$ cat src/rtl/fd_pkg.sv
// Shared types and constants for the fetch-to-decode instruction queue.
// Optional feature macro: FD_EXC_EN (per-entry exception code, d_exc port).
package fd_pkg;

  localparam logic [31:0] RESET_PC = 32'h0000_3000;

  localparam logic [4:0] EXC_NONE = 5'd0;
  localparam logic [4:0] EXC_ADEL = 5'd4;

  // Instruction-memory window; fetches outside it raise AdEL.
  localparam logic [31:0] IM_LO = 32'h0000_3000;
  localparam logic [31:0] IM_HI = 32'h0000_6FFF;

  typedef struct packed {
    logic [31:0] pc;
    logic [31:0] instr;
`ifdef FD_EXC_EN
    logic [4:0]  excode;
`endif
  } fd_entry_t;

  // Misaligned or out-of-window fetch address.
  function automatic logic [4:0] fd_excode(input logic [31:0] pc);
    if (pc[1:0] != 2'b00 || pc < IM_LO || pc > IM_HI) return EXC_ADEL;
    return EXC_NONE;
  endfunction

endpackage

$ cat src/rtl/fd_instr_queue_if.sv
// Fetch/decode handshake bundle for fd_instr_queue.
// Optional feature macro: FD_EXC_EN adds d_exc.
interface fd_instr_queue_if #(
  parameter int unsigned DEPTH = 4
);
  localparam int unsigned PTR_W = $clog2(DEPTH);

  logic [31:0]    f_pc;
  logic [31:0]    f_instr;
  logic           f_valid;
  logic           f_en;
  logic           flush;
  logic           d_ready;
  logic           d_valid;
  logic [31:0]    d_pc;
  logic [31:0]    d_instr;
  logic [PTR_W:0] count;
`ifdef FD_EXC_EN
  logic [4:0]     d_exc;
`endif

  // Environment side: fetch unit, branch resolution and decode.
  modport master (
    output f_pc, f_instr, f_valid, flush, d_ready,
`ifdef FD_EXC_EN
    input  d_exc,
`endif
    input  f_en, d_valid, d_pc, d_instr, count
  );

  // Queue side.
  modport slave (
    input  f_pc, f_instr, f_valid, flush, d_ready,
`ifdef FD_EXC_EN
    output d_exc,
`endif
    output f_en, d_valid, d_pc, d_instr, count
  );

endinterface

$ cat src/rtl/fd_queue_ram.sv
// DEPTH-entry register file: synchronous write, combinational read.
// Optional feature macro: FD_EXC_EN widens the stored entry.
module fd_queue_ram
  import fd_pkg::*;
#(
  parameter int unsigned DEPTH = 4,
  parameter int unsigned PTR_W = $clog2(DEPTH)
) (
  input  logic             clk,
  input  logic             we_i,
  input  logic [PTR_W-1:0] waddr_i,
  input  fd_entry_t        wdata_i,
  input  logic [PTR_W-1:0] raddr_i,
  output fd_entry_t        rdata_o
);

  fd_entry_t mem_q [DEPTH];

  // Write port; contents are not reset, pointers alone define validity.
  always_ff @(posedge clk) begin
    if (we_i) mem_q[waddr_i] <= wdata_i;
  end

  // Combinational read of the addressed entry.
  always_comb begin
    rdata_o = mem_q[raddr_i];
  end

endmodule

$ cat src/rtl/fd_instr_queue.sv
// Fetch-to-decode instruction queue: buffers {PC, instr} pairs, back-pressures
// fetch through f_en and drops everything on a redirect flush.
// Optional feature macro: FD_EXC_EN tags each entry with an AdEL exception code.
module fd_instr_queue #(
  parameter int unsigned DEPTH    = 4,
  parameter int unsigned PTR_W    = $clog2(DEPTH),
  parameter logic [31:0] RESET_PC = fd_pkg::RESET_PC
) (
  input logic            clk,
  input logic            reset,
  fd_instr_queue_if.slave bus
);
  import fd_pkg::*;

  localparam logic [PTR_W:0] FULL_CNT = (PTR_W+1)'(DEPTH);

  logic [PTR_W-1:0] rd_ptr_q, rd_ptr_d;
  logic [PTR_W-1:0] wr_ptr_q, wr_ptr_d;
  logic [PTR_W:0]   count_q, count_d;
  logic             f_en, d_valid, push, pop;
  fd_entry_t        wr_entry, rd_entry;

  // Handshake decode; f_en depends only on registered count.
  always_comb begin
    f_en    = (count_q != FULL_CNT);
    d_valid = (count_q != '0);
    push    = bus.f_valid & f_en & ~bus.flush;
    pop     = d_valid & bus.d_ready & ~bus.flush;
  end

  // Build the entry to store for this cycle's fetch.
  always_comb begin
    wr_entry.pc    = bus.f_pc;
    wr_entry.instr = bus.f_instr;
`ifdef FD_EXC_EN
    wr_entry.excode = fd_excode(bus.f_pc);
    if (wr_entry.excode == EXC_ADEL) wr_entry.instr = 32'h0;
`endif
  end

  fd_queue_ram #(
    .DEPTH (DEPTH),
    .PTR_W (PTR_W)
  ) u_ram (
    .clk     (clk),
    .we_i    (push),
    .waddr_i (wr_ptr_q),
    .wdata_i (wr_entry),
    .raddr_i (rd_ptr_q),
    .rdata_o (rd_entry)
  );

  // Pointer and occupancy next state; flush wins over push/pop.
  always_comb begin
    rd_ptr_d = rd_ptr_q;
    wr_ptr_d = wr_ptr_q;
    count_d  = count_q;
    if (bus.flush) begin
      rd_ptr_d = '0;
      wr_ptr_d = '0;
      count_d  = '0;
    end else begin
      // Power-of-two depth: natural overflow is the modulo wrap.
      if (push) wr_ptr_d = wr_ptr_q + PTR_W'(1);
      if (pop)  rd_ptr_d = rd_ptr_q + PTR_W'(1);
      case ({push, pop})
        2'b10:   count_d = count_q + (PTR_W+1)'(1);
        2'b01:   count_d = count_q - (PTR_W+1)'(1);
        default: count_d = count_q;
      endcase
    end
  end

  // Control state; synchronous reset overrides everything.
  always_ff @(posedge clk) begin
    if (reset) begin
      rd_ptr_q <= '0;
      wr_ptr_q <= '0;
      count_q  <= '0;
    end else begin
      rd_ptr_q <= rd_ptr_d;
      wr_ptr_q <= wr_ptr_d;
      count_q  <= count_d;
    end
  end

  // Outputs; an empty queue presents RESET_PC and a nop.
  always_comb begin
    bus.f_en    = f_en;
    bus.d_valid = d_valid;
    bus.count   = count_q;
    bus.d_pc    = d_valid ? rd_entry.pc    : RESET_PC;
    bus.d_instr = d_valid ? rd_entry.instr : 32'h0;
`ifdef FD_EXC_EN
    bus.d_exc   = d_valid ? rd_entry.excode : EXC_NONE;
`endif
  end

  a_count_max: assert property (@(posedge clk) disable iff (reset) count_q <= FULL_CNT);
  a_count_min: assert property (@(posedge clk) disable iff (reset) pop |-> count_q != '0);

endmodule
$ cat src/flat_wrapper.sv
// flat-port wrapper written by rule: the top's interface ports become plain ports
module fd_instr_queue_flat import fd_pkg::*;
#(
  parameter int unsigned DEPTH    = 4,
  parameter int unsigned PTR_W    = $clog2(DEPTH),
  parameter logic [31:0] RESET_PC = fd_pkg::RESET_PC
)
  (clk, reset, bus_f_pc, bus_f_instr, bus_f_valid, bus_flush, bus_d_ready, bus_f_en, bus_d_valid, bus_d_pc, bus_d_instr, bus_count);
  fd_instr_queue_if #(.DEPTH(DEPTH)) bus_i ();
  input logic clk;
  input logic reset;
  input wire logic [$bits(bus_i.f_pc)-1:0] bus_f_pc;
  input wire logic [$bits(bus_i.f_instr)-1:0] bus_f_instr;
  input wire logic [$bits(bus_i.f_valid)-1:0] bus_f_valid;
  input wire logic [$bits(bus_i.flush)-1:0] bus_flush;
  input wire logic [$bits(bus_i.d_ready)-1:0] bus_d_ready;
  output wire logic [$bits(bus_i.f_en)-1:0] bus_f_en;
  output wire logic [$bits(bus_i.d_valid)-1:0] bus_d_valid;
  output wire logic [$bits(bus_i.d_pc)-1:0] bus_d_pc;
  output wire logic [$bits(bus_i.d_instr)-1:0] bus_d_instr;
  output wire logic [$bits(bus_i.count)-1:0] bus_count;
  assign bus_i.f_pc = bus_f_pc;
  assign bus_i.f_instr = bus_f_instr;
  assign bus_i.f_valid = bus_f_valid;
  assign bus_i.flush = bus_flush;
  assign bus_i.d_ready = bus_d_ready;
  assign bus_f_en = bus_i.f_en;
  assign bus_d_valid = bus_i.d_valid;
  assign bus_d_pc = bus_i.d_pc;
  assign bus_d_instr = bus_i.d_instr;
  assign bus_count = bus_i.count;
  fd_instr_queue #(.DEPTH(DEPTH), .PTR_W(PTR_W), .RESET_PC(RESET_PC)) u_core (.clk(clk), .reset(reset), .bus(bus_i));
endmodule
$ cat config.mk
export PLATFORM = sky130hd
export DESIGN_NAME = fd_instr_queue_flat
export DESIGN_NICKNAME = d
export VERILOG_FILES = /design/src/rtl/fd_pkg.sv /design/src/rtl/fd_instr_queue_if.sv /design/src/rtl/fd_queue_ram.sv /design/src/rtl/fd_instr_queue.sv /design/src/flat_wrapper.sv
export SDC_FILE = /design/constraint.sdc
export NUM_CORES = 1
export LEC_CHECK = 0
export ABC_AREA = 1
export ABC_CLOCK_PERIOD_IN_PS = 4200
export CAP_MARGIN = 20
export CORE_AREA = 2 2 148 150
export CTS_CLUSTER_DIAMETER = 80
export DETAILED_ROUTE_END_ITERATION = 6
export DIE_AREA = 0 0 150 152
export GPL_TIMING_DRIVEN = 0
export PLACE_DENSITY = 0.75
export REMOVE_ABC_BUFFERS = 1
export SETUP_SLACK_MARGIN = 0.2
export SKIP_LAST_GASP = 1
export SLEW_MARGIN = 20
export SYNTH_ARGS = -nofsm -noshare
export SYNTH_HDL_FRONTEND = slang
export SYNTH_SLANG_ARGS = --single-unit
$ cat constraint.sdc
create_clock -name clk -period 4.2 [get_ports clk]
set_clock_uncertainty 0.15 [all_clocks]
set_input_delay 0.63 -clock clk [delete_from_list [all_inputs] [get_ports clk]]
set_output_delay 0.63 -clock clk [all_outputs]
set_load 0.1 [all_outputs]
After elaboration in Yosys (flattened, before gate mapping)
Memory sizes are Yosys's and may differ from the RTL's. A register that Yosys moved wholly into a read port is not among the register bits.
Index checks and enable logic that the tools add are counted.

word-level totals
  flip-flop bits (word level) = 7
  latch bits = 0
  RAM bits = 256
  ROM bits = 0
  bits of input ports = 69
  memories = 1

operators by class
  $add $sub $neg = 4
  multipliers = 0
  div/mod/pow operators = 0
  magnitude comparators = 0
  eq/ne operators = 3
  shift operators = 0
  mux-type cells = 7
  bitwise operators = 5
  reductions and logical operators = 3

memory list
  name                words  width  read ports  clocked after Yosys merged registers in  wr ports  RTL line            source
  u_core.u_ram.mem_q  4      64     1           1                                        1         fd_queue_ram.sv:17  fd_entry_t mem_q [DEPTH];

operators with widths
  cell                                               count
  two-way mux 32 bit                                 2
  one-hot mux 3 bit (2 select lines)                 1
  adder 2 x 1 -> 2 bit (second input constant)       2
  bitwise AND 1 bit                                  4
  two-way mux 2 bit                                  2
  adder 3 x 1 -> 3 bit (second input constant)       1
  inequality test 3 bit (second input constant)      1
  nonzero test 3 bit                                 1
  subtractor 3 x 1 -> 3 bit (second input constant)  1
  == test 2 x 1 -> 1 bit (second input constant)     1
  == test 2 bit (second input constant)              1
  two-way mux 1 bit                                  2
  nonzero test 2 bit                                 1
  OR reduction 2 bit                                 1
  inverter 1 bit                                     1

Longest topological paths before layout
Gate-level depths: netlist of run 1.

  depth after elaboration = 5
  gate-level depth with buffers = 13
  depth with buffers taken out = 13

Modules after synthesis
Synthesis of run 1 repeated with hierarchy kept, for this count alone.

unflattened totals
  cells, all modules = 1201
  area, all modules = 11716.2 sq um

modules (own cells, without submodules)
  module          instances  cells each  area each (sq um)  seq. area each (sq um)
  fd_queue_ram    1          1010        10761.6            7687.4
  fd_instr_queue  1          191         954.7              140.1

Worst setup path before layout of run 1
Ideal clock, no wire load.

  path type = flip-flop to flip-flop
  from = reg u_core.count_q[0] (netlist: u_core.bus.count[0])
  to = mem u_core.u_ram.mem_q[0][0] (netlist bit) (enable)
  data arrival time = 4.917 ns
  setup slack = -1.353 ns
  cell stages (with the launch flop) = 5
  path buffers = 0
  clock period less this slack = 5.553 ns
  cells stage by stage = dfxtp_1 -> nor2_1 -> nand2_1 -> nand3b_1 -> nor2_1

between the ends
  cells in the longest elaborated chain, start to end = 5

ends and longest elaborated chain
  item                                     RTL line              source
  start, declared                          fd_instr_queue.sv:19  logic [PTR_W:0] count_q, count_d;
  start signal, assigned                   fd_instr_queue.sv:83  count_q <= count_d;
  inequality test 3 bit                    fd_instr_queue.sv:25  f_en = (count_q != FULL_CNT);
  net bus_f_en                             flat_wrapper.sv:17    output wire logic [$bits(bus_i.f_en)-1:0] bus_f_en;
  bitwise AND 1 bit (2 in series)          fd_instr_queue.sv:27  push = bus.f_valid & f_en & ~bus.flush;
  two-way mux 1 bit                        fd_queue_ram.sv:21    if (we_i) mem_q[waddr_i] <= wdata_i;
  two-way mux 1 bit (not written as such)  fd_queue_ram.sv:21
  end, declared                            fd_queue_ram.sv:17

The timed path passes the listed nets, and every way through them passes these cells.

==> results of run 1 <==
[layout by cell type (no fill, tap or decap)]
cell type        instances
dfxtp_1                  7
nand3_1                  4
clkinvlp_4               1
bufinv_16                3
nor2_4                   4
dlygate4sd2_1            2
clkinv_2                 9
inv_6                    1
nand3b_1                 1
fa_1                     1
o21ai_0                121
a21oi_1                 71
clkdlybuf4s15_1          1
edfxtp_1               256
buf_12                   7
clkinv_4                 1
clkdlybuf4s15_2         39
nand4_1                  1
ha_1                     5
clkbuf_16               27
nor2_1                 257
dfxtp_4                  2
clkdlybuf4s50_1         73
o21ai_1                  7
clkbuf_2                22
clkbuf_1                 2
buf_16                   9
clkinv_1                 3
inv_4                    2
nand2_1                 22
inv_1                   16
[per-stage QoR]
step,std cells,hold WS [ps]
2_1_floorplan,778,309
3_3_place_gp,1195,323
3_5_place_dp,1210,324
4_1_cts,1256,343
5_1_grt,1257,372
6_report,1257,341
[per-layer routing]
layer	wire length, µm	track usage (%)	part of all wire [%]
met1	9070	24.3	41
met2	10900	33.4	50
met3	1700	3.99	7.7
met4	261	4.49	1.2
met5	0	0	0
[power by group]
| group | total (µW) | switching (µW) | internal (µW) |
|---|---|---|---|
| logic | 546 | 404 | 142 |
| clock network | 2280 | 927 | 1350 |
| registers | 2960 | 14.1 | 2950 |
[worst max-delay path: stages (launching register included)]
cell and delay [ps]:
dfxtp_4 590, buf_12 280, inv_4 340, nor2_1 180
o21ai_0 90, a21oi_1 130, dlygate4sd2_1 870
[area by class of cell]
cell class / instances / share of cell area, %
sequential: 265 / 60.3
inverter: 19 / 0.623
tap: 280 / 2.68
multi-input combinational: 494 / 16.9
timing repair buffer: 153 / 13.0
clock buffer: 29 / 5.23
clock inverter: 17 / 1.25
[worst max-delay path by stage]
stage                 endpoint  slack (ps)  cells after the start
2_1_floorplan     bus_d_pc[12]       -1550                      3
3_3_place_gp      bus_d_pc[16]       -4770                      4
3_5_place_dp      bus_d_pc[24]         310                      6
4_1_cts        bus_d_instr[15]          50                      6
5_1_grt            bus_d_pc[6]         200                      6
6_report       bus_d_instr[29]         370                      6
[sequential cells by signal, summed over array words and instances, names as in the netlist, named ones only]
signal and cells:
u_core.bus.count 3, u_core.u_ram.mem_q 256, u_core.wr_ptr_q 2, u_core.rd_ptr_q 2
[timing repair]
item                                    4_1_cts  5_1_grt
endpoints found under the setup margin       64       53
buffers inserted                              0        1
gates cloned                                  0        0
gates resized for setup                     144       45
[cells by family after synthesis]
group                    after synthesis  synth area share, %
AO/OA/AOI/OAI                        199                 9.55
AND/OR/NAND/NOR                      289                 10.5
adder cells (fa/ha/maj)                6                0.792
buffers and inverters                 66                 3.72
flip-flops                           265                 75.4
==> results.toml, run 1 <==
[synth]
yosysUniqueCellTypes = 19
syn_area_um2 = 10400
seq_area_frac_synth_pct = 75.4
synth_edf_count = 256
yosys_warnings = 0
ys_ff_latch = 265
synthArstFlopShare_pct = 0
yosysMostFrequentCell = "nor2_1"
ys_top_cells_by_count = "nor2_1, edfxtp_1, o21ai_0"
synth_top_area_share_pct = 73.7
avgSynthCellArea_um2 = 12.6
synth_area_leaders = "edfxtp_1, nor2_1, o21ai_0"
synthFlopType = "edfxtp_1"
netlist_instances = 825
yosysTopAreaCell = "edfxtp_1"

[clocking]
cts_tree = "built"
root_buffer = "clkbuf_16"
cts.path.max_buffers = 3
path_clk_slew_ps = 60
holdBufCountCts = 0
cts_buffers = 26
insertion_delay_ps = 510
cts_max_level = 1
clock-sinks = 265

[die]
die_h_um = 152
fp-row-count = 54
io_pins = 138
core_um2 = 21400
chipWidth_um = 150
initial_utilization_pct = 48.9
die_area_um2 = 22800

[global_routing]
grt_first_pass_wirelength_mm = 34.4
grt_usage_pct = 19.0
grt_overflow = 0
antenna_found_initial = 0
grt_max_degree = 79
grt_pass1_vias = 6814

[setup_path]
critPathKind = "flop to output pin"
r2r_end = "u_core.u_ram.mem_q[1][1]"
worstSetupStartpointType = "flop"
path_max_fanout = 64
regToRegSetupSlack_ps = 1800
required_ps = 3420
arrival_ps = 3050
rr_worst_depth = 6
end_kind = "output pin"
reg2reg_from = "u_core.bus.count[1]"

[timing]
fin_crit_sh_pct = 91.2
setup_viol_count_final = 0
hold_violations = 0
setup_tns_ps = 0
layout_min_cycle_time_ps = 3830
final_max_slew_viol_count = 0
grt_setup_unrepaired = "false"
clock.fmax_mhz = 261
max_slew.worst_pin.slew_ps = 965
maxSlewHeadroom_pct = 35.5
fin_ws_ps = 371

[routing]
wirelength_mm = 22.0
routedWlPerCell_um = 17.5
drtIter0Drc = 447
vias = 6627
drc = 0
viasPerCell = 5.27
antenna_left = 0
drtPass1Iterations = 5

[placement]
place.gp.congestion = 0.732
dpl_worst_slack_ps = 310
dp_hpwl_mm = 12.2
post_dp_cell_area_um2 = 12300
io_buffers = 137

[finish]
register_area_um2 = 7880
drive_above_1_share_pct = 13.0
design_area_um2 = 13100
num_antenna_cells = 0
fin_util_pct = 61.1
fin_nets = 1034
nFillCells = 1628
multi_input_area_um2 = 2200
synthToLayoutAreaGrowth_pct = 25.1

[worst_hold_path]
min_from = "u_core.rd_ptr_q[0]"
hold_path_depth = 2
hp-class = "flop to flop"

[run_status]
status = "completed"

[power_and_ir_drop]
power.total_uw = 5790
p_leak_uw = 0.00447
p_per_area_nw_per_um2 = 443
max-vdd-ir-drop_v = 0.000341

[flow_run]
maxCapViolations = 0
(Power assumes the default switching activity.)
==> inputs of run 2 (changes only) <==
--- a/config.mk
+++ b/config.mk
@@ -8,12 +8,12 @@
 export ABC_AREA = 1
 export ABC_CLOCK_PERIOD_IN_PS = 4200
 export CAP_MARGIN = 20
-export CORE_AREA = 2 2 148 150
+export CORE_AREA = 2 2 176 178
 export CTS_CLUSTER_DIAMETER = 80
 export DETAILED_ROUTE_END_ITERATION = 6
-export DIE_AREA = 0 0 150 152
+export DIE_AREA = 0 0 178 180
 export GPL_TIMING_DRIVEN = 0
-export PLACE_DENSITY = 0.75
+export PLACE_DENSITY = 0.56
 export REMOVE_ABC_BUFFERS = 1
 export SETUP_SLACK_MARGIN = 0.2
 export SKIP_LAST_GASP = 1
==> run 2 against run 1 <==
Compared with the run above: non-clock buffer count is 2 higher; worst setup slack is essentially flat; clock power increased by 11%; critical path depth did not move.
==> results.toml, run 2 (synthesis results as in run 1) <==
[placement]
dpl_worst_slack_ps = 473
dp_hpwl_mm = 13.4
post_dp_cell_area_um2 = 12400
io_buffers = 137
place.gp.congestion = 0.688

[die]
die_h_um = 180
initial_utilization_pct = 34.5
core_um2 = 30200
fp-row-count = 64
io_pins = 138
die_area_um2 = 32000
chipWidth_um = 178

[timing]
fin_ws_ps = 372
final_max_slew_viol_count = 0
layout_min_cycle_time_ps = 3830
setup_tns_ps = 0
max_slew.worst_pin.slew_ps = 1040
grt_setup_unrepaired = "false"
clock.fmax_mhz = 261
hold_violations = 0
maxSlewHeadroom_pct = 30.4
fin_crit_sh_pct = 91.2
setup_viol_count_final = 0

[finish]
synthToLayoutAreaGrowth_pct = 27.2
layout_commonest_cell = "nor2_1"
largest_register = "u_core.u_ram.mem_q"
fin_nets = 1039
largest_register_ffs = 256
design_area_um2 = 13300
num_antenna_cells = 0
nFillCells = 2763
drive_above_1_share_pct = 9.63
layout_common_cells = "nor2_1, edfxtp_1, o21ai_0"

[global_routing]
grt.busiest_layer = "met2"
grt_util_met2_pct = 23.9
antenna_found_initial = 0
grt_usage_pct = 14.3
grt_first_pass_wirelength_mm = 35.6
grt_max_degree = 66
grt_pass1_vias = 6502
met3_usage_pct = 2.81
grt_overflow = 0
use_met1_pct = 19.3

[power_and_ir_drop]
max-vdd-ir-drop_v = 0.000331
p_int_uw = 4660
p_per_area_nw_per_um2 = 455
p_leak_uw = 0.00485
pwr-share-seq_pct = 49.0
p_sw_share_pct = 23.0
p_comb_share_pct = 9.0
power.total_uw = 6040
switchingPower_uw = 1390
pwr-share-clk_pct = 41.9

[clocking]
post_cts_buffers = 0
cts_max_level = 1
clock-sinks = 265
path_clk_slew_ps = 60
root_buffer = "clkbuf_16"
insertion_delay_ps = 540
cts_tree = "built"
holdBufCountCts = 0
cts_buffers = 29
cts.path.max_buffers = 3

[setup_path]
critPathKind = "flop to output pin"
timing.critical_path.mode_cell = "buf_16"
arrival_ps = 3050
crit_chain = "buf_16 > inv_6 > buf_16 > o21ai_0 > a21oi_1 > dlygate4sd2_1"
path_max_fanout = 65
worst-path-buf-inv = 4
end_kind = "output pin"
crit_family = "buffers and inverters"
worstSetupStartpointType = "flop"
cp_slowest_stage_delay_ps = 860
crit_slowest_cell = "dlygate4sd2_1"
required_ps = 3420

[run_status]
status = "completed"

[routing]
drtPass1Iterations = 4
antenna_left = 0
wirelength_mm = 22.8
drc = 0
viasPerCell = 4.69
routedWlPerCell_um = 16.5
vias = 6489
drtIter0Drc = 358

[flow_run]
maxCapViolations = 0

[worst_hold_path]
hp-class = "flop to flop"
## run 2: cell count changes in the layout (fill, tap and decap cells not counted), moves of 4 or more
cell | previous run | this run
dlymetal6s2s_1 | 0 | 16
buf_12 | 7 | 13
clkdlybuf4s15_2 | 39 | 0
buf_16 | 9 | 5
clkbuf_2 | 22 | 27
clkinv_1 | 3 | 8
dlygate4sd2_1 | 2 | 18
## run 2: per-stage QoR
step / hold slack [ps] / std cells / util, %
final: 324 / 1383 / 44.0
after global routing: 350 / 1383 / 44.0
after CTS: 329 / 1383 / 44.2
after detailed placement: 321 / 1329 / 41.2
after global placement: 322 / 1311 / 39.7
after floorplan: 309 / 778 / -
## run 2: final cells by class
class	count	area [µm²]	area share, %
inverters	19	81.3	0.613
well taps	396	495	3.73
clock inverters	20	219	1.65
repair buffers	155	1650	12.4
flip-flops and latches	265	7880	59.3
clock buffers	34	744	5.61
multi-input cells	494	2200	16.6
## run 2: worst reg2reg max path: stages (launching register included)
cell and delay (ps):
dfxtp_1 370, nor2_1 80, nand2_1 120, nand3b_1 380, nor2_4 640, buf_12 270, buf_12 220
## run 2: final timing paths
kind / start / end / slack [ps] / cells past startpoint
hold / removal: u_core.rd_ptr_q[0] / flop / 320 / 2
setup / recovery: flop / bus_d_instr[14] / 370 / 6
setup reg to reg: u_core.bus.count[1] / u_core.u_ram.mem_q[1][28] / 1680 / 6
hold reg to reg: u_core.rd_ptr_q[0] / flop / 320 / 2
## run 2: power by group through the flow
stage               sequential, µW  combinational, µW  clock (µW)
global placement              3040                540           0
floorplan                     3030                337           0
CTS                           2960                557        2610
global route                  2970                583        2720
finish                        2960                546        2530
detailed placement            3020                573           0
## run 2: per-layer routing
| metal | wire length (µm) | up-vias |
|---|---|---|
| met4 | 350 | 0 |
| met3 | 1260 | 30 |
| li1 | - | 3200 |
| met2 | 10800 | 145 |
| met5 | 0 | - |
| met1 | 10400 | 3114 |
## run 2: what timing repair did
item / CTS / global route
pin swaps: 0 / 0
cloned: 0 / 0
gates resized for setup: 49 / 72
hold endpoints to repair: 0 / 0
setup endpoints to repair: 48 / 46
